### config.mk
export PLATFORM = sky130hd
export DESIGN_NAME = fc_control_tiled
export DESIGN_NICKNAME = d
export VERILOG_FILES = /design/src/rtl/fc_control_tiled.sv
export SDC_FILE = /design/constraint.sdc
export NUM_CORES = 1
export LEC_CHECK = 0
export ABC_CLOCK_PERIOD_IN_PS = 2800
export BUFFER_PORTS_ARGS = -buffer_cell sky130_fd_sc_hd__buf_4
export CAP_MARGIN = 25
export CORE_ASPECT_RATIO = 1.25
export CORE_MARGIN = 5
export CORE_UTILIZATION = 54
export DETAILED_ROUTE_END_ITERATION = 10
export HOLD_SLACK_MARGIN = 0.06
export PLACE_DENSITY_LB_ADDON = 0.12
export SKIP_LAST_GASP = 1
export SLEW_MARGIN = 10
export SYNTH_ARGS = -nofsm -noshare
export SYNTH_HDL_FRONTEND = slang
export SYNTH_SLANG_ARGS = --single-unit
### constraint.sdc
create_clock -name clk1 -period 2.8 [get_ports clk1]
set_input_delay 0.56 -clock clk1 [delete_from_list [all_inputs] [get_ports clk1]]
set_output_delay 0.56 -clock clk1 [all_outputs]
set_load 0.005 [all_outputs]
### src/rtl/fc_control_tiled.sv
// Sequencer for a tiled fully-connected layer: loads the input feature map once,
// then runs one read pass over it per output tile and hands each tile result downstream.
module fc_control_tiled #(
    parameter int IFM_SIZE = 9162,
    parameter int OFM_SIZE = 4096,
    parameter int TILE     = 8,
    parameter int RD_LAT   = 2,
    parameter int AW       = 14,
    parameter int TW       = 10
) (
    input  logic            clk1,
    input  logic            rst,
    input  logic            start,
    input  logic            relu_en,
    input  logic            ifm_valid,
    output logic            ifm_ready,
    output logic            ifm_wr_en,
    output logic [AW-1:0]   ifm_wr_addr,
    output logic            rd_en,
    output logic [AW-1:0]   rd_addr,
    output logic            acc_clr,
    output logic            acc_en,
    output logic            ofm_valid,
    input  logic            ofm_ready,
    output logic [TW-1:0]   ofm_tile,
    output logic [TILE-1:0] lane_mask,
    output logic            relu_out,
    output logic            busy,
    output logic            done
);

    localparam int NT  = (OFM_SIZE + TILE - 1) / TILE;
    localparam int REM = OFM_SIZE % TILE;

    localparam logic [AW-1:0] LAST_ADDR  = AW'(IFM_SIZE - 1);
    localparam logic [TW-1:0] LAST_TILE  = TW'(NT - 1);
    localparam logic [2:0]    LAST_DRAIN = 3'(RD_LAT - 1);

    typedef enum logic [2:0] {
        S_IDLE,
        S_LOAD,
        S_COMPUTE,
        S_DRAIN,
        S_OUT,
        S_DONE
    } state_t;

    state_t          state_q, state_d;
    logic [AW-1:0]   load_cnt_q, load_cnt_d;
    logic [AW-1:0]   rd_cnt_q, rd_cnt_d;
    logic [2:0]      drain_cnt_q, drain_cnt_d;
    logic [TW-1:0]   tile_q, tile_d;
    logic            relu_q, relu_d;
    logic            ifm_ready_q, ifm_ready_d;
    logic            rd_en_q, rd_en_d;
    logic            acc_clr_q, acc_clr_d;
    logic            ofm_valid_q, ofm_valid_d;
    logic            done_q, done_d;
    logic            busy_q, busy_d;
    logic [TILE-1:0] lane_mask_q, lane_mask_d;
    logic [RD_LAT-1:0] acc_sr_q, acc_sr_d;

    // Only the final tile can be partial, and only when TILE does not divide OFM_SIZE.
    function automatic logic [TILE-1:0] mask_for(input logic [TW-1:0] t);
        mask_for = '1;
        if (REM != 0 && t == LAST_TILE) begin
            for (int i = REM; i < TILE; i++) mask_for[i] = 1'b0;
        end
    endfunction

    assign ifm_wr_en = ifm_valid & ifm_ready_q;

    always_comb begin
        // NOTE: every signal gets a default before the case so no path leaves it unassigned (no latches).
        state_d     = state_q;
        load_cnt_d  = load_cnt_q;
        rd_cnt_d    = rd_cnt_q;
        drain_cnt_d = drain_cnt_q;
        tile_d      = tile_q;
        relu_d      = relu_q;

        case (state_q)
            S_IDLE: begin
                if (start) begin
                    state_d     = S_LOAD;
                    load_cnt_d  = '0;
                    rd_cnt_d    = '0;
                    drain_cnt_d = '0;
                    tile_d      = '0;
                    relu_d      = relu_en;
                end
            end
            S_LOAD: begin
                if (ifm_wr_en) begin
                    if (load_cnt_q == LAST_ADDR) begin
                        load_cnt_d = '0;
                        state_d    = S_COMPUTE;
                    end else begin
                        load_cnt_d = load_cnt_q + 1'b1;
                    end
                end
            end
            S_COMPUTE: begin
                if (rd_cnt_q == LAST_ADDR) begin
                    rd_cnt_d = '0;
                    state_d  = S_DRAIN;
                end else begin
                    rd_cnt_d = rd_cnt_q + 1'b1;
                end
            end
            S_DRAIN: begin
                if (drain_cnt_q == LAST_DRAIN) begin
                    drain_cnt_d = '0;
                    state_d     = S_OUT;
                end else begin
                    drain_cnt_d = drain_cnt_q + 1'b1;
                end
            end
            S_OUT: begin
                if (ofm_ready) begin
                    if (tile_q == LAST_TILE) begin
                        state_d = S_DONE;
                    end else begin
                        tile_d  = tile_q + 1'b1;
                        state_d = S_COMPUTE;
                    end
                end
            end
            S_DONE: begin
                tile_d  = '0;
                state_d = S_IDLE;
            end
            default: state_d = S_IDLE;
        endcase

        // Outputs are decoded from the next state so they leave the block registered.
        ifm_ready_d = (state_d == S_LOAD);
        rd_en_d     = (state_d == S_COMPUTE);
        acc_clr_d   = (state_d == S_COMPUTE) && (rd_cnt_d == '0);
        ofm_valid_d = (state_d == S_OUT);
        done_d      = (state_d == S_DONE);
        busy_d      = (state_d != S_IDLE);
        lane_mask_d = mask_for(tile_d);
        acc_sr_d    = RD_LAT'({acc_sr_q, rd_en_q});
    end

    always_ff @(posedge clk1) begin
        // NOTE: sequential state uses non-blocking assignments so all flops sample the same pre-edge values.
        if (rst) begin
            state_q     <= S_IDLE;
            load_cnt_q  <= '0;
            rd_cnt_q    <= '0;
            drain_cnt_q <= '0;
            tile_q      <= '0;
            relu_q      <= 1'b0;
            ifm_ready_q <= 1'b0;
            rd_en_q     <= 1'b0;
            acc_clr_q   <= 1'b0;
            ofm_valid_q <= 1'b0;
            done_q      <= 1'b0;
            busy_q      <= 1'b0;
            lane_mask_q <= '1;
            acc_sr_q    <= '0;
        end else begin
            state_q     <= state_d;
            load_cnt_q  <= load_cnt_d;
            rd_cnt_q    <= rd_cnt_d;
            drain_cnt_q <= drain_cnt_d;
            tile_q      <= tile_d;
            relu_q      <= relu_d;
            ifm_ready_q <= ifm_ready_d;
            rd_en_q     <= rd_en_d;
            acc_clr_q   <= acc_clr_d;
            ofm_valid_q <= ofm_valid_d;
            done_q      <= done_d;
            busy_q      <= busy_d;
            lane_mask_q <= lane_mask_d;
            acc_sr_q    <= acc_sr_d;
        end
    end

    assign ifm_ready   = ifm_ready_q;
    assign ifm_wr_addr = load_cnt_q;
    assign rd_en       = rd_en_q;
    assign rd_addr     = rd_cnt_q;
    assign acc_clr     = acc_clr_q;
    assign acc_en      = acc_sr_q[RD_LAT-1];
    assign ofm_valid   = ofm_valid_q;
    assign ofm_tile    = tile_q;
    assign lane_mask   = lane_mask_q;
    assign relu_out    = relu_q;
    assign busy        = busy_q;
    assign done        = done_q;

endmodule

## After elaboration in Yosys (flattened, before gate mapping)

Cells that the tools add are included.

- Input port bits: 6
- Bits in registers: 53
- Memories: 0
- Memory bits (writable): 0
- ROM bits: 0
- Word-level logic and storage cells: 68
- Bits in latches: 0
- Output and inout bits: 55

- Reductions and logical operators: 11
- Bitwise gates (word level): 1
- Multiply operators: 0
- $add $sub $neg: 4
- Shift operators: 0
- Mux-type cells: 22
- Order comparisons: 0
- Divide/modulo/power cells: 0
- Equal/unequal tests: 17

Operators by type and width:

| kind | number |
|---|---|
| 2-to-1 mux 14 bit | 5 |
| one-hot mux 14 bit (2 select lines) | 2 |
| 2-to-1 mux 10 bit | 3 |
| one-hot mux 10 bit (3 select lines) | 1 |
| adder 14 x 1 -> 14 bit, second input constant | 2 |
| equality test 14 bit, second input constant | 2 |
| 2-to-1 mux 3 bit | 9 |
| one-hot mux 3 bit (5 select lines) | 1 |
| zero test 14 bit | 1 |
| equality test 3 bit, second input constant | 4 |
| adder 10 x 1 -> 10 bit, second input constant | 1 |
| equality test 10 x 9 -> 1 bit, second input constant | 1 |
| equality test 3 x 1 -> 1 bit, second input constant | 3 |
| equality test 3 x 2 -> 1 bit, second input constant | 3 |
| != test 2 bit, second input constant | 4 |
| one-hot mux 3 bit (2 select lines) | 1 |
| nonzero test 3 bit | 2 |
| AND reduction 2 bit | 2 |
| AND reduction 4 bit | 1 |
| nonzero test 2 bit | 2 |
| adder 3 x 1 -> 3 bit, second input constant | 1 |
| zero test 3 bit | 1 |
| AND reduction 3 bit | 1 |
| AND 1 bit | 1 |
| logical AND 1 bit | 1 |

## Longest topological paths before layout

- Depth after elaboration: 6
- Mapped depth: 9

## Least setup slack after synthesis

OpenSTA, ideal clock, no wires.

- Path kind: register -> register
- From: register rd_cnt_q[0] (netlist: rd_addr[0])
- To: register acc_clr_q (netlist: acc_clr)
- Library setup time: 0.088 ns
- Slack: 0.771 ns
- Buffers on the path: 1
- Cell stages (with the launch flop): 9
- Arrival time: 1.941 ns
- Data required time: 2.712 ns
- Path through: dfxtp_1 ha_1 nand4bb_1 o41ai_4 buf_6 o21ai_2 a21oi_2 o2111ai_1 nor4_2

- Cells in the longest elaborated chain, start to end: 5
- Elaborated cells between the ends (all ways): 10
- Those cells by class: 1 x add/sub; 2 x eq/ne; 5 x mux; 2 x reduce/logical

RTL lines:

| item | line | source |
|---|---|---|
| from (decl) | 50 | `logic [AW-1:0] rd_cnt_q, rd_cnt_d;` |
| from (signal assigned) | 167 | `rd_cnt_q <= rd_cnt_d;` |
| adder 14 x 1 -> 14 bit or equality test 14 bit (tied branches) | 108, 104 |  |
| 2-to-1 mux 14 bit or 2-to-1 mux 3 bit (tied branches) | 104 | `if (rd_cnt_q == LAST_ADDR) begin` |
| one-hot mux 14 bit (2 select lines) or one-hot mux 3 bit (5 select lines) (tied branches) | 82 | `case (state_q)` |
| zero test 14 bit or equality test 3 x 2 -> 1 bit (tied branches) | 139 | `acc_clr_d = (state_d == S_COMPUTE) && (rd_cnt_d == '0);` |
| logical AND 1 bit (*) | 139 |  |
| to (signal assigned) | 173 | `acc_clr_q <= acc_clr_d;` |
| to (decl) | 56 | `logic acc_clr_q, acc_clr_d;` |

Every way passes the cells marked *; elsewhere a longest branch is shown, timed or not.
A chain may end at the register's enable or synchronous reset.

## Worst setup path after layout

Ends and elaborated chain as after synthesis.

==> metrics.md <==
| Metric | Value |
|---|---|
| CP Launch Type | `flop` |
| Die Area | `6800 um2` |
| Initial DRT Pass Iterations | `4` |
| Top-area cell type share of the netlist area | `0.375` |
| PwrDens | `398 nW/um2` |
| Synth Area in Adders | `0.0221` |
| WHS Path Cells | `1` |
| Drt initial violations | `180` |
| Multi-input gate area | `1620 um2` |
| Upper clock frequency limit | `414 MHz` |
| Largest family of logic cells by synthesized area | `simple AND/OR/NAND/NOR gates` |
| Mapped cell area | `2830 um2` |
| Slew Viols, Final | `0` |
| Cell count after synthesis | `344` |
| Antenna violations before repair | `0` |
| Cell area after layout | `3290 um2` |
| Filler cells | `470` |
| Normalized max-slew margin | `0.504` |
| FF+latch count, synth | `53` |
| Ys async rst share | `0` |
| Die X | `74.8 um` |
| Fin. Hold Viols | `0` |
| CTS tree | `done` |
| Commonest non-fill, non-tap cell in the layout | `buf_4` |
| DR vias/cell | `5.72` |
| Simple-gate share of the synthesized area | `0.290` |
| Share of cells above drive strength 1 | `0.210` |
| Mux contribution to synthesized area | `0` |
| Final Cycle Share | `0.863` |
| Slew @ Worst Pin | `738 ps` |
| Yosys top cell by area | `dfxtp_1` |
| Total Routing Usage GR | `0.203` |
| Post-synth EDFFs | `0` |
| CTS Root Cell | `clkbuf_8` |
| Total congestion overflow | `0` |
| Flop-to-flop setup slack | `380 ps` |
| Initial Utilization | `0.557` |
| Area Overhead vs Synth | `16.3%` |
| Clock transition at path regs | `100 ps` |
| H-tree levels | `2` |
| IO buf count | `52` |
| Setup tns final | `0 ps` |
| Hold Buf Count CTS | `0` |
| First-pass GRT wire length | `11300 um` |
| Most frequent cells in the layout | `56 x buf_4, 53 x dfxtp_1, 49 x nor2_1` |
| Status | `finished, final reports clean` |
| Worst Path Required | `3020 ps` |
| Sequential share of the synthesized area | `0.375` |
| Ant. Diodes | `0` |
| Placer Congestion | `0.894` |
| CP Capture Type | `flop` |
| Yosys cell types | `64` |
| Vias | `2585` |
| Total Wirelength | `6790 um` |
| Post-synth top flop | `dfxtp_1` |
| Final setup viols | `0` |
| VDD IR max | `293 uV` |
| Final nets | `400` |
| Num CTS Buffers | `5` |
| Crit path DAT | `2640 ps` |
| R2R Path Start | `rd_addr[0]$_SDFF_PP0_` |
| Skew final | `8.29 ps` |
| Top Ports | `61` |
| Clock Sinks | `53` |
| Post-Synth XOR/XNOR Area | `0.0650` |
| Placed cell area | `3200 um2` |
| Final Util | `0.648` |
| Largest net degree at the start of global routing | `31` |
| Vias in the first global route | `2418` |
| Lkg Pwr | `0.00125 uW` |
| Reg2Reg Capture Point | `acc_clr$_SDFF_PP0_` |
| Worst reg2reg path depth | `8` |
| Crit Path Category | `flop to flop` |
| Residual DRC count | `0` |
| Avg Synthesized Cell Area | `8.23 um2` |
| Hold wc startpoint | `acc_sr_q[0]$_SDFF_PP0_` |
| Synth area leaders | `dfxtp_1 37%, nor2_1 6.5%, a21oi_1 4.1%, xnor2_1 3.4%, xor2_1 3.1%` |
| RSZ-0062 raised after global routing | `false` |
| Worst skew pair latency | `300 ps` |
| Row count | `29` |
| Synth Area in Compound Gates | `0.183` |
| Hpwl dp | `5000 um` |
| Synth warnings | `0` |
| DR WL/cell | `15.0 um` |
| Postcts setup bufs | `0` |
| Worst-case clock buffer depth | `2` |
| Register Area | `1060 um2` |
| # resized after CTS | `0` |
| Total core area | `5080 um2` |
| Worst Path Max Fanout | `11` |
| Hold EP | `acc_sr_q[1]$_SDFF_PP0_` |
| Fin crit period | `2420 ps` |
| Min-Delay Path Class | `flop to flop` |
| Remaining antenna violation count | `0` |
| Max-Cap Viols | `0` |
| Die Height | `90.9 um` |
-- state kept, by name, summed over array words and instances (netlist names) --
register / flops
acc_sr_q: 2
ofm_tile: 10
relu_out: 1
ofm_valid: 1
busy: 1
rd_en: 1
ifm_ready: 1
ifm_wr_addr: 14
acc_clr: 1
state_q: 3
done: 1
drain_cnt_q: 3
rd_addr: 14
-- worst max-delay path, stage by stage, from the launching register on --
cell       delay, ps
dfxtp_1          500
ha_1             210
nand4bb_1        190
o41ai_4          400
buf_4            240
and2b_4          210
o32ai_1          250
nand3_1          140
nor4_2           200
-- kinds of logic after synthesis --
| kind of cell | after synthesis |
|---|---|
| AO/OA/AOI/OAI | 75 |
| XOR/XNOR | 21 |
| adder cells (fa/ha/maj) | 5 |
| buffers and inverters | 33 |
| flip-flops | 53 |
| other | 1 |
| AND/OR/NAND/NOR | 156 |
-- Yosys cell counts (3+ instances only) --
| library cell | count |
|---|---|
| nor3b_1 | 4 |
| nor2_1 | 49 |
| buf_4 | 9 |
| clkbuf_1 | 7 |
| inv_1 | 7 |
| nand2b_1 | 3 |
| nor3_1 | 12 |
| nand3_1 | 17 |
| o21ai_1 | 3 |
| xor2_1 | 10 |
| or3_1 | 4 |
| a21oi_1 | 23 |
| ha_1 | 5 |
| and3_1 | 5 |
| nand4_1 | 11 |
| and2_1 | 4 |
| nor4_1 | 4 |
| buf_2 | 6 |
| xnor2_1 | 11 |
| a31oi_1 | 5 |
| nor2b_1 | 4 |
| o21ai_0 | 14 |
| dfxtp_1 | 53 |
| nand2_1 | 23 |
-- metrics by stage --
step | total power [uW] | hold slack, ps | instances | setup WS [ps]
6_report | 1310 | 444 | 452 | 384
5_1_grt | 1370 | 470 | 452 | 255
2_1_floorplan | 872 | 414 | 351 | 771
3_5_place_dp | 903 | 423 | 444 | 430
4_1_cts | 1320 | 446 | 452 | 408
3_3_place_gp | 901 | 416 | 444 | 549
-- area by class of cell --
| cell class | count | share of cell area |
|---|---|---|
| clock buffer | 5 | 0.0209 |
| clock inverter | 3 | 0.00532 |
| inverter | 8 | 0.00913 |
| multi-input combinational | 265 | 0.491 |
| sequential | 53 | 0.322 |
| tap | 62 | 0.0236 |
| timing repair buffer | 56 | 0.128 |
-- worst max-delay path by stage --
| stage | startpoint | endpoint | slack, ps | depth (start not counted) |
|---|---|---|---|---|
| 4_1_cts | rd_addr[0]$_SDFF_PP0_ | acc_clr$_SDFF_PP0_ | 410 | 8 |
| 3_3_place_gp | start | acc_clr$_SDFF_PP0_ | 550 | 7 |
| 3_5_place_dp | rd_addr[0]$_SDFF_PP0_ | acc_clr$_SDFF_PP0_ | 430 | 8 |
| 5_1_grt | rd_addr[0]$_SDFF_PP0_ | acc_clr$_SDFF_PP0_ | 250 | 8 |
| 2_1_floorplan | rd_addr[0]$_SDFF_PP0_ | acc_clr$_SDFF_PP0_ | 770 | 8 |
| 6_report | rd_addr[0]$_SDFF_PP0_ | acc_clr$_SDFF_PP0_ | 380 | 8 |
-- power by group --
group | leakage [uW] | total (uW) | internal (uW) | switching, uW
Combinational | 0.000774 | 109 | 41.9 | 66.8
Sequential | 0.000428 | 777 | 763 | 14.0
Clock | 0.0000439 | 425 | 173 | 251
Total | 0.00125 | 1310 | 978 | 332
-- per-layer routing --
| metal | up-vias | global-route usage | part of all wire |
|---|---|---|---|
| li1 | 1314 | - | - |
| met1 | 1212 | 0.262 | 0.44 |
| met2 | 51 | 0.340 | 0.50 |
| met3 | 8 | 0.0365 | 0.048 |
| met4 | 0 | 0.0593 | 0.011 |
| met5 | - | 0 | 0 |
(Power assumes the default switching activity.)
